<file path="config.mk">
export PLATFORM = sky130hd
export DESIGN_NAME = vga_timing_gen
export DESIGN_NICKNAME = d
export VERILOG_FILES = /design/src/rtl/vga_timing_pkg.sv /design/src/rtl/clk_enable_div.sv /design/src/rtl/vga_timing_gen.sv
export SDC_FILE = /design/constraint.sdc
export NUM_CORES = 1
export LEC_CHECK = 0
export ABC_AREA = 1
export ABC_CLOCK_PERIOD_IN_PS = 2200
export BUFFER_PORTS_ARGS = -buffer_cell sky130_fd_sc_hd__clkbuf_2
export CORE_ASPECT_RATIO = 0.5
export CORE_MARGIN = 1.5
export CORE_UTILIZATION = 32
export CTS_BUF_LIST = sky130_fd_sc_hd__clkbuf_8 sky130_fd_sc_hd__clkbuf_16
export CTS_CLUSTER_DIAMETER = 40
export DETAILED_ROUTE_END_ITERATION = 16
export PLACE_DENSITY_LB_ADDON = 0.3
export SLEW_MARGIN = 20
export SYNTH_ARGS = -nofsm -noshare
export SYNTH_HDL_FRONTEND = slang
export SYNTH_SLANG_ARGS = --single-unit
</file>
<file path="constraint.sdc">
create_clock -name clk -period 2.2 [get_ports clk]
set_clock_uncertainty 0.1 [all_clocks]
set_input_delay 0.33 -clock clk [delete_from_list [all_inputs] [get_ports clk]]
set_output_delay 0.33 -clock clk [all_outputs]
set_load 0.05 [all_outputs]
</file>
<file path="src/rtl/vga_timing_pkg.sv">
// vga_timing_pkg: shared raster timing constants and helpers for vga_timing_gen.
// Contents:
//   - Default 800x600@72Hz horizontal/vertical timing (pixels / lines).
//   - Derived line and frame totals.
//   - phase_e: 2-bit raster phase shared by the horizontal and vertical FSMs.
//   - phase_of(): maps a count onto its phase for a given timing.
package vga_timing_pkg;

  localparam int unsigned DefHActive = 800;
  localparam int unsigned DefHFp     = 56;
  localparam int unsigned DefHSync   = 120;
  localparam int unsigned DefHBp     = 64;

  localparam int unsigned DefVActive = 600;
  localparam int unsigned DefVFp     = 37;
  localparam int unsigned DefVSync   = 6;
  localparam int unsigned DefVBp     = 23;

  localparam int unsigned DefHTotal = DefHActive + DefHFp + DefHSync + DefHBp;  // 1040
  localparam int unsigned DefVTotal = DefVActive + DefVFp + DefVSync + DefVBp;  // 666

  // Count registers are fixed at 12 bits, so totals may not exceed this.
  localparam int unsigned MaxTotal = 4096;

  typedef enum logic [1:0] {
    PhAct   = 2'd0,
    PhFront = 2'd1,
    PhSync  = 2'd2,
    PhBack  = 2'd3
  } phase_e;

  function automatic int unsigned span_total(input int unsigned act, input int unsigned fp,
                                             input int unsigned sync, input int unsigned bp);
    return act + fp + sync + bp;
  endfunction

  function automatic phase_e phase_of(input logic [11:0] pos, input int unsigned act,
                                      input int unsigned fp, input int unsigned sync);
    int unsigned p;
    p = 32'(pos);
    if (p < act) begin
      return PhAct;
    end else if (p < act + fp) begin
      return PhFront;
    end else if (p < act + fp + sync) begin
      return PhSync;
    end else begin
      return PhBack;
    end
  endfunction

endpackage

</file>
<file path="src/rtl/clk_enable_div.sv">
// clk_enable_div: divides the fabric clock into a one-cycle enable strobe.
// Ports:
//   clk     in   fabric clock
//   reset   in   asynchronous active-high reset
//   en      out  registered strobe, high for one clk every DIV clks
//   en_next out  combinational value en takes at the next edge; lets a consumer update
//                state on the same edge en rises, so its outputs line up with en
// The first en arrives DIV clks after reset release. DIV=1 gives en high every clk.
module clk_enable_div #(
  parameter int unsigned DIV = 2
) (
  input  logic clk,
  input  logic reset,
  output logic en,
  output logic en_next
);

  localparam int unsigned CntW = (DIV > 1) ? $clog2(DIV) : 1;

  logic [CntW-1:0] cnt_q, cnt_d;

  always_comb begin
    en_next = (cnt_q == CntW'(DIV - 1));
    cnt_d   = en_next ? '0 : cnt_q + CntW'(1);
  end

  always_ff @(posedge clk or posedge reset) begin
    if (reset) begin
      cnt_q <= '0;
      en    <= 1'b0;
    end else begin
      cnt_q <= cnt_d;
      en    <= en_next;
    end
  end

endmodule

</file>
<file path="src/rtl/vga_timing_gen.sv">
// vga_timing_gen: raster timing generator, 800x600@72Hz by default, running on the fabric
// clock with a pixel enable.
// Ports:
//   clk         in   fabric clock
//   reset       in   asynchronous active-high reset
//   decr_en     in   enables decr_tick generation
//   pix_en      out  one-clk strobe every CLK_DIV clks; counters advance with it
//   x_p         out  horizontal count 0..H_TOTAL-1
//   y_p         out  vertical count 0..V_TOTAL-1
//   video_on    out  high inside the visible area
//   hsync       out  SYNC_POL during the horizontal sync interval
//   vsync       out  SYNC_POL during the vertical sync interval
//   frame_start out  one-clk pulse in the clk x_p,y_p become (0,0)
//   decr_tick   out  one-clk pulse with frame_start every DECR_FRAMES frames
// All outputs are registered. Phase, sync and video outputs are computed from the next
// count and registered on the same edge as the count, so they never skew from x_p/y_p.
module vga_timing_gen
  import vga_timing_pkg::*;
#(
  parameter int unsigned CLK_DIV     = 2,
  parameter int unsigned H_ACTIVE    = DefHActive,
  parameter int unsigned H_FP        = DefHFp,
  parameter int unsigned H_SYNC      = DefHSync,
  parameter int unsigned H_BP        = DefHBp,
  parameter int unsigned V_ACTIVE    = DefVActive,
  parameter int unsigned V_FP        = DefVFp,
  parameter int unsigned V_SYNC      = DefVSync,
  parameter int unsigned V_BP        = DefVBp,
  parameter bit          SYNC_POL    = 1'b1,
  parameter int unsigned DECR_FRAMES = 72
) (
  input  logic        clk,
  input  logic        reset,
  input  logic        decr_en,
  output logic        pix_en,
  output logic [11:0] x_p,
  output logic [11:0] y_p,
  output logic        video_on,
  output logic        hsync,
  output logic        vsync,
  output logic        frame_start,
  output logic        decr_tick
);

  localparam int unsigned H_TOTAL = span_total(H_ACTIVE, H_FP, H_SYNC, H_BP);
  localparam int unsigned V_TOTAL = span_total(V_ACTIVE, V_FP, V_SYNC, V_BP);
  localparam int unsigned FcW     = $clog2(DECR_FRAMES + 1);

  if (H_TOTAL > MaxTotal || V_TOTAL > MaxTotal) begin : g_bad_total
    $error("vga_timing_gen: H_TOTAL/V_TOTAL exceed 12-bit count range");
  end
  if (CLK_DIV < 1 || DECR_FRAMES < 1) begin : g_bad_param
    $error("vga_timing_gen: CLK_DIV and DECR_FRAMES must be >= 1");
  end

  logic           adv;  // pix_en rises on this edge
  logic [11:0]    x_d, y_d;
  logic           x_wrap, y_wrap, frame_wrap;
  phase_e         h_ph_q, h_ph_d, v_ph_q, v_ph_d;
  logic [FcW-1:0] fc_q, fc_d;
  logic           tick_d;

  clk_enable_div #(
    .DIV(CLK_DIV)
  ) u_div (
    .clk    (clk),
    .reset  (reset),
    .en     (pix_en),
    .en_next(adv)
  );

  always_comb begin
    x_wrap = (x_p == 12'(H_TOTAL - 1));
    y_wrap = (y_p == 12'(V_TOTAL - 1));
    x_d    = x_p;
    y_d    = y_p;
    if (adv) begin
      if (x_wrap) begin
        x_d = '0;
        y_d = y_wrap ? '0 : y_p + 12'd1;
      end else begin
        x_d = x_p + 12'd1;
      end
    end
    frame_wrap = adv && x_wrap && y_wrap;

    // V phase only moves when y_d changes, i.e. on an x wrap.
    h_ph_d = phase_of(x_d, H_ACTIVE, H_FP, H_SYNC);
    v_ph_d = phase_of(y_d, V_ACTIVE, V_FP, V_SYNC);

    // Dropping decr_en discards the partial count and suppresses any pending tick.
    fc_d   = fc_q;
    tick_d = 1'b0;
    if (!decr_en) begin
      fc_d = '0;
    end else if (frame_wrap) begin
      if (fc_q == FcW'(DECR_FRAMES - 1)) begin
        fc_d   = '0;
        tick_d = 1'b1;
      end else begin
        fc_d = fc_q + FcW'(1);
      end
    end
  end

  always_ff @(posedge clk or posedge reset) begin
    if (reset) begin
      x_p         <= 12'(H_TOTAL - 1);
      y_p         <= 12'(V_TOTAL - 1);
      h_ph_q      <= phase_of(12'(H_TOTAL - 1), H_ACTIVE, H_FP, H_SYNC);
      v_ph_q      <= phase_of(12'(V_TOTAL - 1), V_ACTIVE, V_FP, V_SYNC);
      video_on    <= 1'b0;
      hsync       <= ~SYNC_POL;
      vsync       <= ~SYNC_POL;
      frame_start <= 1'b0;
      decr_tick   <= 1'b0;
      fc_q        <= '0;
    end else begin
      x_p         <= x_d;
      y_p         <= y_d;
      h_ph_q      <= h_ph_d;
      v_ph_q      <= v_ph_d;
      video_on    <= (h_ph_d == PhAct) && (v_ph_d == PhAct);
      hsync       <= (h_ph_d == PhSync) ? SYNC_POL : ~SYNC_POL;
      vsync       <= (v_ph_d == PhSync) ? SYNC_POL : ~SYNC_POL;
      frame_start <= frame_wrap;
      decr_tick   <= tick_d;
      fc_q        <= fc_d;
    end
  end

endmodule

</file>
# After elaboration in Yosys (flattened, before gate mapping)
# Cells that the tools add are included.
# classes
add_sub_neg	4
n_lt_le_gt_ge	6
eq_ne	6
muxes	20
n_reduce_logical	5
# ops
operator	n
< comparator 12 x 10 -> 1 bit (second input constant)	6
2-to-1 mux 12 bit	5
adder 12 x 1 -> 12 bit (second input constant)	2
2-to-1 mux 7 bit	3
== test 12 x 10 -> 1 bit (second input constant)	1
== test 12 x 11 -> 1 bit (second input constant)	1
2-to-1 mux 1 bit	8
2-to-1 mux 2 bit	4
adder 7 x 1 -> 7 bit (second input constant)	1
== test 7 bit (second input constant)	1
== test 2 bit (second input constant)	2
logical NOT 2 bit	2
logical AND 1 bit	3
inequality test 2 x 1 -> 1 bit (second input constant)	1
adder 1 bit (second input constant)	1
# word_totals
ff_bits	38
inputBits	3

# Depth between registers and ports, before layout
# Gate-level depths: netlist of run 1.
# logic_depth
ltp_word	10
mapped_depth	14

# By module
# From an unflattened synthesis of run 1, not the netlist that was laid out.
# unflattened
hier_cells	316
area_unflattened_um2	2306.0
# by_module_without_submodules
mod	n_inst	cells_each	area_each_um2	seq_area_each_um2
vga_timing_gen	1	312	2248.4	913.4
clk_enable_div	1	4	57.6	50.0

# Worst setup path before layout of run 1
# OpenSTA, ideal clock, no wires.
# synth_path
path_type	register -> register
from	reg y_p[0]
to	reg video_on
arrival_time_ns	2.004
slack_ns	0.024
stages_incl_launch_ff	14
synth_period_minus_slack_ns	2.176
path_cell_list	dfstp_2 > ha_1 > inv_1 > nor2_2 > nand2_1 > nor2_1 > inv_1 > nor2_1 > nand4_1 > nand2_1 > nand3_1 > nor2_1 > nand2_1 > nor2_1
# synth_between
elab_chain_cells	10
# synth_lines
element	line_no	source
start, declared	vga_timing_gen.sv:37	output logic [11:0] y_p,
start signal, assigned	vga_timing_gen.sv:109	y_p <= 12'(V_TOTAL - 1);
start signal, assigned	vga_timing_gen.sv:120	y_p <= y_d;
adder 12 x 1 -> 12 bit / == test 12 x 10 -> 1 bit (equally long branches)	vga_timing_gen.sv:80, vga_timing_gen.sv:74	
2-to-1 mux 12 bit	vga_timing_gen.sv:80	y_d = y_wrap ? '0 : y_p + 12'd1;
2-to-1 mux 12 bit	vga_timing_gen.sv:78	if (x_wrap) begin
2-to-1 mux 12 bit *	vga_timing_gen.sv:77	if (adv) begin
< comparator 12 x 10 -> 1 bit	vga_timing_pkg.sv:45	end else if (p < act + fp + sync) begin
2-to-1 mux 1 bit	vga_timing_pkg.sv:45	
2-to-1 mux 2 bit	vga_timing_pkg.sv:43	end else if (p < act + fp) begin
2-to-1 mux 2 bit *	vga_timing_pkg.sv:41	if (p < act) begin
logical NOT 2 bit *	vga_timing_gen.sv:123	video_on <= (h_ph_d == PhAct) && (v_ph_d == PhAct);
logical AND 1 bit *	vga_timing_gen.sv:123	
end signal, assigned	vga_timing_gen.sv:123	
end, declared	vga_timing_gen.sv:38	output logic video_on,
# Every way passes the cells marked *; elsewhere a longest branch is shown, timed or not.
# A chain may end at the register's enable or synchronous reset.

# Final worst setup path of run 1
# layout_path
from	reg y_p[0]
to	reg video_on
# layout_between
elab_chain_cells	10
# layout_lines
element	line_no	source
adder 12 x 1 -> 12 bit / == test 12 x 10 -> 1 bit (equally long branches)	vga_timing_gen.sv:80, vga_timing_gen.sv:74	
2-to-1 mux 12 bit *	vga_timing_gen.sv:80	
2-to-1 mux 12 bit *	vga_timing_gen.sv:78	
2-to-1 mux 12 bit *	vga_timing_gen.sv:77	
via y_d[6]	vga_timing_gen.sv:57	logic [11:0] x_d, y_d;
< comparator 12 x 10 -> 1 bit	vga_timing_pkg.sv:45	
2-to-1 mux 1 bit	vga_timing_pkg.sv:45	
2-to-1 mux 2 bit	vga_timing_pkg.sv:43	
2-to-1 mux 2 bit *	vga_timing_pkg.sv:41	
logical NOT 2 bit *	vga_timing_gen.sv:123	
logical AND 1 bit *	vga_timing_gen.sv:123	
# The timed path passes the listed nets; every way through them passes the cells marked *.

==> results of run 1 <==
==> registers in the layout, summed over array words and instances, names as in the netlist <==
signal         count
x_p               12
y_p               12
fc_q               7
decr_tick          1
frame_start        1
hsync              1
u_div.en           1
u_div.en_next      1
video_on           1
vsync              1
==> what timing repair did <==
item | CTS | global route
gates cloned | 0 | 0
pin swaps | 0 | 14
gates resized for setup | 1 | 37
buffers inserted | 1 | 5
setup endpoints to repair | 2 | 10
==> cell usage after synthesis, drive strengths merged (2+ instances only) <==
cell type  instances  area [um^2]
a21oi              7         35.0
nand2             97          369
nor3              10         50.1
dfrtp             28          701
xor2               4         42.6
nand4             11         68.8
o21ai             16         83.8
inv               55          206
nor2              46          210
a211oi             2         15.0
ha                 4         50.1
dfstp             10          263
or2                2         12.5
nand3             34          188
==> worst min-delay path: stages <==
cell      delay, ns
clkbuf_2       0.08
inv_1          0.04
buf_4          0.41
==> worst max path at each step <==
stage / from / end / slack, ns
3_5_place_dp: y_p[0] / fc_q[3] / 0.02
2_1_floorplan: y_p[0] / video_on / 0.02
3_3_place_gp: y_p[0] / fc_q[3] / -0.01
4_1_cts: y_p[0] / video_on / 0.009
5_1_grt: y_p[0] / vsync / -0.08
6_report: y_p[0] / video_on / 0.05
==> cells by family after synthesis <==
group / Yosys count / synth area share
xor gates and xnor gates: 5 / 0.0218
AOI/OAI and AO/OA: 28 / 0.0660
buffers and inverters: 58 / 0.0941
adders and majority gates: 4 / 0.0213
and+or+nand+nor: 202 / 0.387
DFF: 38 / 0.410
==> layout by cell type (no fill, tap or decap), types with 2 or more instances in the layout <==
master	n
o21ai_2	2
o21ai_0	13
nand2_2	8
ha_1	2
nor2_4	8
nand2_1	88
a21oi_1	7
bufinv_16	2
nor3_2	2
nand4_1	11
nor2_2	14
nand3_1	26
nor3_1	8
nand3_2	7
buf_4	20
dfstp_2	10
clkbuf_2	32
inv_2	4
inv_1	51
xor2_1	3
nor2_1	24
a211oi_1	2
clkbuf_16	5
dfrtp_1	28
==> cell type report <==
cell class,count,area [um^2],area share
Clock buffer,5,125,0.0404
Clock inverter,3,68.8,0.0222
Inverter,56,210,0.0678
Sequential cell,38,963,0.311
Multi-Input combinational cell,239,1310,0.421
Tap cell,92,115,0.0371
Timing Repair Buffer,52,310,0.100
==> routing by layer <==
metal / vias up / track usage / routed length [um]
met5: - / 0 / 0
met4: 0 / 0.0517 / 63
met3: 4 / 0.0425 / 384
met2: 72 / 0.242 / 2720
met1: 1072 / 0.234 / 3150
li1: 1182 / - / -
==> metrics by stage <==
| step | setup WS [ns] | util | total power (uW) | hold WS [ns] |
|---|---|---|---|---|
| floorplan | 0.0244 | - | 727 | 0.363 |
| global placement | -0.0116 | 0.395 | 737 | 0.363 |
| detailed placement | 0.0174 | 0.395 | 737 | 0.362 |
| CTS | 0.00886 | 0.425 | 1700 | 0.0545 |
| global route | -0.0795 | 0.450 | 1740 | 0.0856 |
| finish | 0.0522 | 0.450 | 1680 | 0.0354 |
==> where the power goes <==
part,internal [uW],leakage (uW),switching (uW)
logic,4.22,0.000986,19.5
clock network,652,0.0000940,302
registers,700,0.000481,0.00000502
==> report_table.html, run 1 <==
<table>
<tr><th>Metric</th><th>Value</th></tr>
<tr><th colspan="2">STA</th></tr>
<tr><td>Total count of max-transition violations in the final report</td><td>0</td></tr>
<tr><td>Share of the clock period used by the worst path</td><td>0.976</td></tr>
<tr><td>Remaining max-slew budget at the tightest pin</td><td>0.678</td></tr>
<tr><td>Setup-failing EPs final</td><td>0</td></tr>
<tr><td>Maximum clock rate</td><td>466 MHz</td></tr>
<tr><td>Hold Fails Final Rpt</td><td>0</td></tr>
<tr><td>Unrepaired setup endpoints after global routing</td><td>yes</td></tr>
<tr><td>Min cycle time layout</td><td>2.15 ns</td></tr>
<tr><td>Setup TNS Final</td><td>0 ns</td></tr>
<tr><td>Measured slew at the worst slew-check pin</td><td>0.483 ns</td></tr>
<tr><th colspan="2">Die</th></tr>
<tr><td>Starting Density</td><td>0.342</td></tr>
<tr><td>Overall die width</td><td>124 um</td></tr>
<tr><td>Core Box Area</td><td>6880 um^2</td></tr>
<tr><td>Area of the die</td><td>7910 um^2</td></tr>
<tr><td>Vertical die dimension</td><td>63.6 um</td></tr>
<tr><td>Standard-cell row count</td><td>21</td></tr>
<tr><td>Total I/O pin count</td><td>33</td></tr>
<tr><th colspan="2">CTS</th></tr>
<tr><td># H-tree levels</td><td>2</td></tr>
<tr><td>CTS tree</td><td>yes</td></tr>
<tr><td>Clock tree root buffer cell</td><td>clkbuf_16</td></tr>
<tr><td>Clock slew seen by the registers of the worst setup and hold paths</td><td>0.06 ns</td></tr>
<tr><td>Longest Clk Path Bufs</td><td>2</td></tr>
<tr><td>Latest clock arrival within the worst-skew pair</td><td>0.28 ns</td></tr>
<tr><td>Num CTS Buffers</td><td>5</td></tr>
<tr><td>Number of buffers inserted by hold repair at cts</td><td>0</td></tr>
<tr><td>Sinks on Clock Net</td><td>38</td></tr>
<tr><th colspan="2">Worst hold path</th></tr>
<tr><td>HP Class</td><td>in -&gt; async</td></tr>
<tr><th colspan="2">Global route</th></tr>
<tr><td>Largest net degree at the start of global routing</td><td>39</td></tr>
<tr><td>Vias in the first global route</td><td>2072</td></tr>
<tr><td>First-pass GRT wire length</td><td>10.2 mm</td></tr>
<tr><td>Global-route usage over all layers</td><td>0.164</td></tr>
<tr><td>Antenna violations before repair</td><td>0</td></tr>
<tr><td>Global route overflow</td><td>0</td></tr>
<tr><th colspan="2">Detailed routing</th></tr>
<tr><td>DR vias/cell</td><td>4.80</td></tr>
<tr><td>DR vias</td><td>2330</td></tr>
<tr><td>Detailed Route WL</td><td>6.32 mm</td></tr>
<tr><td>Length of the first detailed-routing pass in iterations</td><td>4</td></tr>
<tr><td>DRC violations left</td><td>0</td></tr>
<tr><td>Number of DRC violations after detailed-routing iteration 0</td><td>199</td></tr>
<tr><td>Average detailed-routed wire length per instance</td><td>13.0 um</td></tr>
<tr><td>ANT nets after route</td><td>0</td></tr>
<tr><th colspan="2">Setup path</th></tr>
<tr><td>CP cell instances</td><td>ha_1 &gt; nand2_1 &gt; nor3_2 &gt; nand3_2 &gt; buf_4 &gt; a21oi_1 &gt; nor2_2 &gt; nand2_1 &gt; nand3_1 &gt; nand2_1 &gt; nand2_1 &gt; nor2_1</td></tr>
<tr><td>Type of destination of the critical path</td><td>flop</td></tr>
<tr><td>Start of the worst register-to-register path</td><td>y_p[0]</td></tr>
<tr><td>Number of buffers and inverters on the critical path</td><td>1</td></tr>
<tr><td>Worst Setup Start Kind</td><td>flop</td></tr>
<tr><td>Critical Path Stages</td><td>12</td></tr>
<tr><td>Top fanout value on the critical path</td><td>5</td></tr>
<tr><td>Data arrival time of the critical path</td><td>2.27 ns</td></tr>
<tr><td>Count of cells along the worst register-to-register path</td><td>12</td></tr>
<tr><td>Critical-path top delay cell</td><td>dfstp_2</td></tr>
<tr><td>Reg2reg setup slack</td><td>0.05 ns</td></tr>
<tr><td>Crit Path Category</td><td>reg -&gt; reg</td></tr>
<tr><td>Endpoint of the most critical register-to-register path</td><td>video_on</td></tr>
<tr><td>Most common cell type on the critical path</td><td>nand2_1</td></tr>
<tr><td>Largest incremental delay on the critical path</td><td>0.58 ns</td></tr>
<tr><td>Critical path's top delay family</td><td>simple AND/OR/NAND/NOR gates</td></tr>
<tr><td>Critical Path RT</td><td>2.32 ns</td></tr>
<tr><th colspan="2">Yosys</th></tr>
<tr><td>Number of flops mapped to enable cells by yosys</td><td>0</td></tr>
<tr><td>Gate count of the mapped netlist</td><td>335</td></tr>
<tr><td>Top FF cell, synth</td><td>dfrtp_1</td></tr>
<tr><td>Flops &amp; latches, synth</td><td>38</td></tr>
<tr><td>Yosys warnings</td><td>0</td></tr>
<tr><td>Mapped Avg Cell Area</td><td>7.02 um^2</td></tr>
<tr><td>Synthesized net count</td><td>342</td></tr>
<tr><td>Share of synthesized flip-flops with an asynchronous set or reset</td><td>1.00</td></tr>
<tr><td>Number of different library cells in the post-synthesis netlist</td><td>33</td></tr>
<tr><td>Netlist area before placement</td><td>2350 um^2</td></tr>
<tr><td>Post-synthesis sequential area ratio</td><td>0.410</td></tr>
<tr><th colspan="2">Cells and area</th></tr>
<tr><td>Count of inserted antenna diode cells</td><td>0</td></tr>
<tr><td>Final Instance Area</td><td>3100 um^2</td></tr>
<tr><td>Fin nets</td><td>399</td></tr>
<tr><td>Filler cell count</td><td>681</td></tr>
<tr><td>Proportion of layout cells with a drive suffix above 1</td><td>0.308</td></tr>
<tr><td>Area delta synth-&gt;final</td><td>31.8%</td></tr>
<tr><td>Non-filler cells in the finished layout</td><td>485</td></tr>
<tr><th colspan="2">Run</th></tr>
<tr><td>Max-capacitance violation count</td><td>0</td></tr>
<tr><th colspan="2">Power and ir drop</th></tr>
<tr><td>Power Dens Cells</td><td>541 nW/um^2</td></tr>
<tr><td>Standby leakage power</td><td>0.00156 uW</td></tr>
<tr><td>Max rail drop VDD</td><td>0.306 mV</td></tr>
<tr><th colspan="2">Place</th></tr>
<tr><td>HPWL Detailed</td><td>4.65 mm</td></tr>
<tr><td>Final RePlAce weighted congestion</td><td>0.923</td></tr>
<tr><td>Inst Count DP</td><td>471</td></tr>
<tr><td>Count of buffers inserted at the top-level ports</td><td>32</td></tr>
<tr><td>Post-DP Area</td><td>2720 um^2</td></tr>
<tr><th colspan="2">Status</th></tr>
<tr><td>Status</td><td>finished clean</td></tr>
</table>
No activity file was read; power rests on OpenSTA's default activity.
==> run 2, diff against run 1 <==
CORE_UTILIZATION = 45   (was 32)
PLACE_DENSITY = 0.67   (was default)
PLACE_DENSITY_LB_ADDON = default   (was 0.3)
==> report_table.html, run 2 (synthesis gave the netlist of run 1 again) <==
<table>
<tr><th>Metric</th><th>Value</th></tr>
<tr><th colspan="2">Die</th></tr>
<tr><td>Core Box Area</td><td>4980 um^2 (-28%)</td></tr>
<tr><td>Vertical die dimension</td><td>54.1 um (-15%)</td></tr>
<tr><td>Starting Density</td><td>0.473 (+0.131)</td></tr>
<tr><td>Standard-cell row count</td><td>18 (-14%)</td></tr>
<tr><td>Area of the die</td><td>5700 um^2 (-28%)</td></tr>
<tr><td>Total I/O pin count</td><td>33 (unchanged)</td></tr>
<tr><td>Overall die width</td><td>105 um (-15%)</td></tr>
<tr><th colspan="2">Power and ir drop</th></tr>
<tr><td>Relative contribution of sequential cells to total power</td><td>0.572 (+0.155)</td></tr>
<tr><td>Power Dens Cells</td><td>425 nW/um^2 (-22%)</td></tr>
<tr><td>Standby leakage power</td><td>0.00148 uW (-5.4%)</td></tr>
<tr><td>Switching share of power</td><td>0.221 (+0.0290)</td></tr>
<tr><td>Max rail drop VDD</td><td>0.181 mV (-41%)</td></tr>
<tr><td>Part of the power in combinational logic</td><td>0.020 (+0.006)</td></tr>
<tr><td>Int Pwr</td><td>952 uW (-30%)</td></tr>
<tr><td>Switching power</td><td>270 uW (-16%)</td></tr>
<tr><td>Part of the total power dissipated in the clock network</td><td>0.407 (-0.162)</td></tr>
<tr><th colspan="2">Setup path</th></tr>
<tr><td>Data arrival time of the critical path</td><td>2.30 ns (+0.03 ns)</td></tr>
<tr><td>CP cell instances</td><td>ha_4 &gt; nand2_2 &gt; nor3_2 &gt; nand3_2 &gt; nor2_2 &gt; nand2_2 &gt; nand2_2 &gt; nor2_2 &gt; nor2_1 &gt; nand3_1 &gt; nand2_2 &gt; nand2_1 &gt; nor2_1</td></tr>
<tr><td>Critical path's top delay family</td><td>simple AND/OR/NAND/NOR gates</td></tr>
<tr><td>Worst Setup Start Kind</td><td>flop</td></tr>
<tr><td>Reg2reg setup slack</td><td>0.03 ns (-0.03 ns)</td></tr>
<tr><td>Crit Path Category</td><td>reg -&gt; reg</td></tr>
<tr><td>Most common cell type on the critical path</td><td>nand2_2</td></tr>
<tr><td>Critical-path top delay cell</td><td>dfstp_2</td></tr>
<tr><td>Type of destination of the critical path</td><td>flop</td></tr>
<tr><td>Largest incremental delay on the critical path</td><td>0.61 ns (+0.03 ns)</td></tr>
<tr><td>Critical Path RT</td><td>2.33 ns (about the same)</td></tr>
<tr><td>Number of buffers and inverters on the critical path</td><td>0 (-1)</td></tr>
<tr><td>Top fanout value on the critical path</td><td>6 (+1)</td></tr>
<tr><th colspan="2">Cells and area</th></tr>
<tr><td>Post-layout util</td><td>0.578 (+0.128)</td></tr>
<tr><td>Most common cell after layout, fill and taps aside</td><td>nand2_1</td></tr>
<tr><td>Commonest cells after routing, fill and taps aside</td><td>nand2_1 (88), inv_1 (52), clkbuf_2 (32)</td></tr>
<tr><td>Non-filler cells in the finished layout</td><td>455 (-6.2%)</td></tr>
<tr><td>Area delta synth-&gt;final</td><td>22.3%</td></tr>
<tr><td>Registers with the most flip-flops</td><td>x_p (12), y_p (12), fc_q (7)</td></tr>
<tr><td>Proportion of layout cells with a drive suffix above 1</td><td>0.278 (-0.0300)</td></tr>
<tr><td>Fin nets</td><td>391 (-2.0%)</td></tr>
<tr><td>Count of inserted antenna diode cells</td><td>0 (unchanged)</td></tr>
<tr><th colspan="2">CTS</th></tr>
<tr><td>Number of buffers inserted by hold repair at cts</td><td>0 (unchanged)</td></tr>
<tr><td>Latest clock arrival within the worst-skew pair</td><td>0.29 ns (about the same)</td></tr>
<tr><td>Num CTS Buffers</td><td>5 (unchanged)</td></tr>
<tr><td># H-tree levels</td><td>2 (unchanged)</td></tr>
<tr><td>Clock tree root buffer cell</td><td>clkbuf_8</td></tr>
<tr><td>Sinks on Clock Net</td><td>38 (unchanged)</td></tr>
<tr><td>CTS tree</td><td>yes</td></tr>
<tr><td>Clock slew seen by the registers of the worst setup and hold paths</td><td>0.07 ns (about the same)</td></tr>
<tr><td>Longest Clk Path Bufs</td><td>2 (unchanged)</td></tr>
<tr><th colspan="2">Global route</th></tr>
<tr><td>Largest net degree at the start of global routing</td><td>39 (unchanged)</td></tr>
<tr><td>First-pass GRT wire length</td><td>9.47 mm (-7.4%)</td></tr>
<tr><td>Global route overflow</td><td>0 (unchanged)</td></tr>
<tr><td>Global-route usage over all layers</td><td>0.217 (+0.0532)</td></tr>
<tr><td>Antenna violations before repair</td><td>0 (unchanged)</td></tr>
<tr><td>Vias in the first global route</td><td>2092 (+0.97%)</td></tr>
<tr><th colspan="2">STA</th></tr>
<tr><td>Hold Fails Final Rpt</td><td>0 (unchanged)</td></tr>
<tr><td>Unrepaired setup endpoints after global routing</td><td>yes</td></tr>
<tr><td>Setup TNS Final</td><td>0 ns (unchanged)</td></tr>
<tr><td>Measured slew at the worst slew-check pin</td><td>0.505 ns (+0.0222 ns)</td></tr>
<tr><td>Min cycle time layout</td><td>2.17 ns (+0.0268 ns)</td></tr>
<tr><td>Total count of max-transition violations in the final report</td><td>0 (unchanged)</td></tr>
<tr><td>Remaining max-slew budget at the tightest pin</td><td>0.663 (-0.0148)</td></tr>
<tr><td>Share of the clock period used by the worst path</td><td>0.988 (+0.0122)</td></tr>
<tr><td>Post-Route Hold Slack</td><td>0.0319 ns (-0.00344 ns)</td></tr>
<tr><td>Maximum clock rate</td><td>460 MHz (-1.2%)</td></tr>
<tr><td>Setup-failing EPs final</td><td>0 (unchanged)</td></tr>
<tr><th colspan="2">Place</th></tr>
<tr><td>Count of buffers inserted at the top-level ports</td><td>32 (unchanged)</td></tr>
<tr><td>Final RePlAce weighted congestion</td><td>0.828 (-10%)</td></tr>
<tr><td>Inst Count DP</td><td>443 (-5.9%)</td></tr>
<tr><td>HPWL Detailed</td><td>4.39 mm (-5.7%)</td></tr>
<tr><th colspan="2">Run</th></tr>
<tr><td>Max-capacitance violation count</td><td>0 (unchanged)</td></tr>
<tr><th colspan="2">Detailed routing</th></tr>
<tr><td>Average detailed-routed wire length per instance</td><td>13.3 um (+1.8%)</td></tr>
<tr><td>DR vias/cell</td><td>5.15 (+7.3%)</td></tr>
<tr><td>Length of the first detailed-routing pass in iterations</td><td>5 (+1)</td></tr>
<tr><td>Number of DRC violations after detailed-routing iteration 0</td><td>175 (-12%)</td></tr>
<tr><td>DRC violations left</td><td>0 (unchanged)</td></tr>
<tr><td>Detailed Route WL</td><td>6.03 mm (-4.5%)</td></tr>
<tr><td>DR vias</td><td>2345 (+0.64%)</td></tr>
<tr><td>ANT nets after route</td><td>0 (unchanged)</td></tr>
<tr><th colspan="2">Worst hold path</th></tr>
<tr><td>HP Class</td><td>in -&gt; async</td></tr>
<tr><th colspan="2">Status</th></tr>
<tr><td>Status</td><td>finished clean</td></tr>
</table>
==> run 2: changes by cell type in the layout (fill, tap and decap cells not counted), sizes merged <==
cell    delta
inv        +1
bufinv     -2
buf        -8
clkbuf     +1
==> run 2: worst paths after layout <==
path	endpoint	startpoint	cells after the start
min in group clk	fc_q[2]	decr_en	3
min reg2reg	fc_q[1]	fc_q[1]	2
max	video_on	y_p[0]	13
min	decr_tick	reset	3
max reg2reg	video_on	y_p[0]	13
max in group asynchronous	x_p[3]	reset	3
==> run 2: tightest hold or removal path, delay by kind of cell <==
kind | cells | cell delay, ns
buffers and inverters | 3 | 0.55
==> run 2: stage by stage <==
| stage | cell area (um^2) | worst slack, ns | total power (uW) |
|---|---|---|---|
| after global placement | 2650 | 0.00552 | 736 |
| after CTS | 2760 | 0.00648 | 1230 |
| after global routing | 2880 | -0.0954 | 1260 |
| after detailed placement | 2650 | -0.0227 | 737 |
| final | 2880 | 0.0254 | 1220 |
| after floorplan | 2350 | 0.0244 | 727 |
==> run 2: timing repair <==
| item | in CTS | in global routing |
|---|---|---|
| gates resized for setup | 4 | 26 |
| buffers inserted | 0 | 4 |
| setup endpoints to repair | 2 | 10 |
| pin swaps | 1 | 14 |
==> run 2: final cells by class <==
type                            instances  area, um^2
Inverter                               56         210
Tap cell                               70        87.6
Fill cell                             464        2100
Multi-Input combinational cell        239        1270
Timing Repair Buffer                   44         250
Clock buffer                            6        82.6
Sequential cell                        38         963
Clock inverter                          2        8.76
==> run 2: power groups by stage <==
stage / Clock (uW) / Sequential, uW / Combinational (uW)
6_report: 498 / 699 / 25.0
5_1_grt: 535 / 699 / 28.8
3_5_place_dp: 0 / 712 / 25.0
2_1_floorplan: 0 / 712 / 15.5
3_3_place_gp: 0 / 712 / 24.2
4_1_cts: 511 / 699 / 25.0
==> run 2: layer usage <==
metal	global-route usage	up-vias	part of all wire
met3	0.0472	7	0.043
met5	0	-	0
li1	-	1169	-
met1	0.283	1113	0.47
met2	0.371	56	0.48
met4	0.0685	0	0.0086
